## config.mk

```make
export PLATFORM = sky130hd
export DESIGN_NAME = axis_operand_join
export DESIGN_NICKNAME = d
export VERILOG_FILES = /design/src/rtl/axis_adder_pkg.sv /design/src/rtl/axis_skid_fifo2.sv /design/src/rtl/axis_operand_join.sv
export SDC_FILE = /design/constraint.sdc
export NUM_CORES = 1
export LEC_CHECK = 0
export CORE_ASPECT_RATIO = 1.75
export CORE_MARGIN = 8
export CORE_UTILIZATION = 55
export CTS_CLUSTER_DIAMETER = 40
export CTS_CLUSTER_SIZE = 24
export DETAILED_ROUTE_END_ITERATION = 10
export HOLD_SLACK_MARGIN = 0.02
export PLACE_DENSITY = 0.82
export REMOVE_ABC_BUFFERS = 1
export SETUP_SLACK_MARGIN = 0.2
export SYNTH_ARGS = -nofsm -noshare
export SYNTH_HDL_FRONTEND = slang
export SYNTH_HIERARCHICAL = 1
export SYNTH_SLANG_ARGS = --single-unit
```

## constraint.sdc

```tcl
create_clock -name clk -period 5.9 [get_ports clk]
set_input_delay 1.18 -clock clk [delete_from_list [all_inputs] [get_ports clk]]
set_output_delay 1.18 -clock clk [all_outputs]
set_load 0.005 [all_outputs]
```

## src/rtl/axis_adder_pkg.sv

```systemverilog
// Shared constants and types for the AXI-Stream adder datapath.
package axis_adder_pkg;
  localparam int unsigned DEFAULT_WIDTH = 4;
  localparam int unsigned BUF_DEPTH     = 2;
  localparam int unsigned CNT_W         = 2;

  typedef enum logic [CNT_W-1:0] {
    OCC_EMPTY = 2'd0,
    OCC_ONE   = 2'd1,
    OCC_FULL  = 2'd2
  } occ_t;
endpackage

```

## src/rtl/axis_skid_fifo2.sv

```systemverilog
// Two-entry input FIFO with registered ready and an empty flag for the pairing logic.
module axis_skid_fifo2
  import axis_adder_pkg::*;
#(
  parameter int unsigned WIDTH = DEFAULT_WIDTH
) (
  input  logic             clk,
  input  logic             reset,
  input  logic [WIDTH-1:0] in_tdata,
  input  logic             in_tvalid,
  output logic             in_tready,
  input  logic             pop,
  output logic [WIDTH-1:0] out_data,
  output logic             out_empty
);

  occ_t             occ, occ_next;
  logic [WIDTH-1:0] slot0, slot1;
  logic             push;
  logic             wr_hi;

  assign push      = in_tvalid && in_tready;
  assign wr_hi     = (occ == OCC_ONE) && !pop;
  assign out_data  = slot0;
  assign out_empty = (occ == OCC_EMPTY);

  always_comb begin
    occ_next = occ;
    unique case ({push, pop})
      2'b10:   occ_next = (occ == OCC_EMPTY) ? OCC_ONE : OCC_FULL;
      2'b01:   occ_next = (occ == OCC_FULL) ? OCC_ONE : OCC_EMPTY;
      default: occ_next = occ;
    endcase
  end

  always_ff @(posedge clk or posedge reset) begin
    if (reset) begin
      occ       <= OCC_EMPTY;
      in_tready <= 1'b0;
    end else begin
      occ       <= occ_next;
      in_tready <= (occ_next != OCC_FULL);
    end
  end

  // Head always lives in slot0; a pop shifts slot1 down, and a simultaneous
  // write into slot0 (occupancy one, push+pop) overrides that shift.
  always_ff @(posedge clk or posedge reset) begin
    if (reset) begin
      slot0 <= '0;
      slot1 <= '0;
    end else begin
      if (pop)
        slot0 <= slot1;
      if (push) begin
        if (wr_hi)
          slot1 <= in_tdata;
        else
          slot0 <= in_tdata;
      end
    end
  end

endmodule

```

## src/rtl/axis_operand_join.sv

```systemverilog
// Pairs two AXI-Stream operand streams beat-by-beat into one registered master stream.
module axis_operand_join
  import axis_adder_pkg::*;
#(
  parameter int unsigned WIDTH = DEFAULT_WIDTH
) (
  input  logic             clk,
  input  logic             reset,
  input  logic [WIDTH-1:0] s1_tdata,
  input  logic             s1_tvalid,
  output logic             s1_tready,
  input  logic [WIDTH-1:0] s2_tdata,
  input  logic             s2_tvalid,
  output logic             s2_tready,
  output logic [WIDTH-1:0] data1_o,
  output logic [WIDTH-1:0] data2_o,
  output logic             m_tvalid,
  input  logic             m_tready
);

  logic [WIDTH-1:0] head1, head2;
  logic             empty1, empty2;
  logic             load;

  assign load = !empty1 && !empty2 && (!m_tvalid || m_tready);

  axis_skid_fifo2 #(.WIDTH(WIDTH)) u_buf1 (
    .clk       (clk),
    .reset     (reset),
    .in_tdata  (s1_tdata),
    .in_tvalid (s1_tvalid),
    .in_tready (s1_tready),
    .pop       (load),
    .out_data  (head1),
    .out_empty (empty1)
  );

  axis_skid_fifo2 #(.WIDTH(WIDTH)) u_buf2 (
    .clk       (clk),
    .reset     (reset),
    .in_tdata  (s2_tdata),
    .in_tvalid (s2_tvalid),
    .in_tready (s2_tready),
    .pop       (load),
    .out_data  (head2),
    .out_empty (empty2)
  );

  always_ff @(posedge clk or posedge reset) begin
    if (reset) begin
      data1_o  <= '0;
      data2_o  <= '0;
      m_tvalid <= 1'b0;
    end else if (load) begin
      data1_o  <= head1;
      data2_o  <= head2;
      m_tvalid <= 1'b1;
    end else if (m_tready) begin
      m_tvalid <= 1'b0;
    end
  end

endmodule

```

==> run metrics <==
H-tree depth=2; period utilization=52.9%; setup TNS=0 ns; Slew Limit Fails=0; share of layout cells above drive strength 1=35.8%; total CTS buffers=5; Root Buffer Master=clkbuf_8; postcts setup bufs=0; initial antenna violation count=0; DR vias=892; clk sink count=31; Seq cells post-synth=31; RSZ-0062 raised after global routing=no; Overall Global Routing Usage=12.7%; VDD IR max=0.000299 V; worst hold slack=0.503 ns; top_reg_cell synth=dfrtp_1; vias in the first global route=1060; placer congestion estimate=0.780; number of iterations in the first detailed-routing pass=2; Final nets=150; Hold Vio Cnt, Final=0; post-DP HPWL=2100 microns; CTS resizes=0; count leader, synth=dfrtp_1; number of flops mapped to enable cells by yosys=0; input/output buffers=23; post-DR wirelength/cell=16.7 microns; synthesis-to-layout area growth=22.8%; filler instances=206; Residual DRC=0; Pwr per Cell Area=565 mW/mm^2; Iter 0 DRT Violations=11; die span in y=85.0 microns; startpoint types=input port; Netlist cell types=21; clock slew at reported path FFs=0.06 ns; die area=0.00471 sq mm; Final Skew=0.00352 ns; final setup violation count=0; Multi-input gate area=669 sq um; Tightest Pin Transition=0.665 ns; yosys warns=6; asr flop ratio synth=100%; critical setup path kind=input port to flop; post-synthesis cell area=0.00150 sq mm; Chip Width=55.4 microns; vias per cell=5.54; sequential-to-total area share from yosys stat=51.8%; Crit path top cell by count=inv_1; Clock Path Buffers=2; crit-path cells=clkdlybuf4s50_1 > nand2b_4 > nand2_4 > inv_1 > inv_1 > ha_1 > nor2b_1 > o22a_1 > nand3b_1; first-pass GRT wire length=4820 microns; largest net degree at the start of global routing=17; outcome=completed; diode count=0; # hold bufs at CTS=0; Synth area leader=dfrtp_1; type of the worst min-delay path=flop to flop; Slew headroom=55.6%; CP Data Required Time=6.06 ns; antenna-violating nets left=0; Worst Path Buf+Inv=3; CP max stage cell=inv_1; FMAX=0.320 GHz; Top delay family on crit path=buffers and inverters; Std-Cell Rows=25; Synth top area share=51.8%; FF+latch area=776 sq um; Arr. time, crit path=3.29 ns; CTS tree=built; remaining global-route overflow=0; Syn Area/Cell=14.3 sq um; core box area=0.00266 sq mm; Max-Cap Viols=0; Pleak=0.000830 uW; Power Total=1040 uW; CP Capture Type=flop; CP max stage delay=0.53 ns; min Tclk post-route=3.12 ns; total length of routed wires=2690 microns; Worst-Skew Late Latency=0.28 ns; Crit Path Max Fanout=16; # IOs=24; Post-synth top cells=31 x dfrtp_1, 24 x mux2_2, 8 x inv_1, 8 x mux2_4; Initial Util=56.3%; cell count after synthesis=105; main area contributors after synthesis=dfrtp_1 52%, mux2_2 18%, mux2_4 8.0%, ha_1 3.3%, nor4b_4 3.2%
[placed cells by master, fill, tap and decap left out, drive strengths merged]
cell           count
dfrtp             31
mux2              32
inv                8
ha                 4
o22a               2
nand3b             2
nor3               2
nand2              5
clkbuf             8
nand2b             3
mux2i              2
o21ai              1
nor2               5
a21oi              2
nor2b              2
nor4b              2
clkdlybuf4s50     23
[stage by stage]
step | area (sq um) | util [%] | cells | worst slack, ns
finish | 1840 | 69.2 | 161 | 2.78
global route | 1840 | 69.2 | 161 | 2.66
CTS | 1840 | 69.2 | 161 | 2.79
global placement | 1740 | 65.4 | 153 | 2.58
detailed placement | 1740 | 65.4 | 153 | 2.49
floorplan | 1480 | - | 103 | 3.24
[worst paths after layout]
path,start,end,slack [ns],cells past startpoint
min in group asynchronous,reset,data2_o[1],1.26,2
setup reg to reg,u_buf1/occ[1],u_buf1/in_tready,3.52,9
hold reg to reg,u_buf2/out_data[1],data2_o[1],0.50,1
max in group asynchronous,reset,u_buf1/out_data[1],4.31,2
hold / removal,u_buf2/out_data[1],data2_o[1],0.50,1
setup / recovery,m_tready,u_buf1/in_tready,2.78,9
[per-layer routing]
| layer | track usage (%) | wire (microns) | vias up |
|---|---|---|---|
| met5 | 0 | 0 | - |
| met4 | 6.76 | 74 | 0 |
| met3 | 5.23 | 140 | 9 |
| met2 | 22.2 | 1490 | 21 |
| met1 | 12.0 | 988 | 442 |
| li1 | - | - | 420 |
[final cells by class]
| type | count | area share [%] |
|---|---|---|
| clock buffers | 8 | 5.44 |
| inverters | 8 | 1.63 |
| flip-flops and latches | 31 | 42.2 |
| well taps | 27 | 1.84 |
| multi-input cells | 64 | 36.4 |
| repair buffers | 23 | 12.5 |
[where the power goes]
part | internal [uW] | switching [uW] | total (uW)
logic | 287 | 180 | 467
clock network | 106 | 71.6 | 178
registers | 322 | 73.2 | 395
total | 715 | 324 | 1040
[logic make-up after synthesis]
kind of cell | after synthesis | synth area share, %
compound gates | 5 | 2.67
fa+ha+maj | 4 | 3.34
buf+inv | 10 | 3.51
flops | 31 | 51.8
mux | 34 | 27.4
simple gates | 21 | 11.3
[sequential cells by signal, summed over array words and instances (netlist names), 2 cells and up]
name	flops
data1_o	4
u_buf1/occ	2
u_buf2/occ	2
u_buf2/out_data	4
u_buf1/out_data	4
data2_o	4
u_buf2/slot1	4
u_buf1/slot1	4
(Power assumes the default switching activity.)
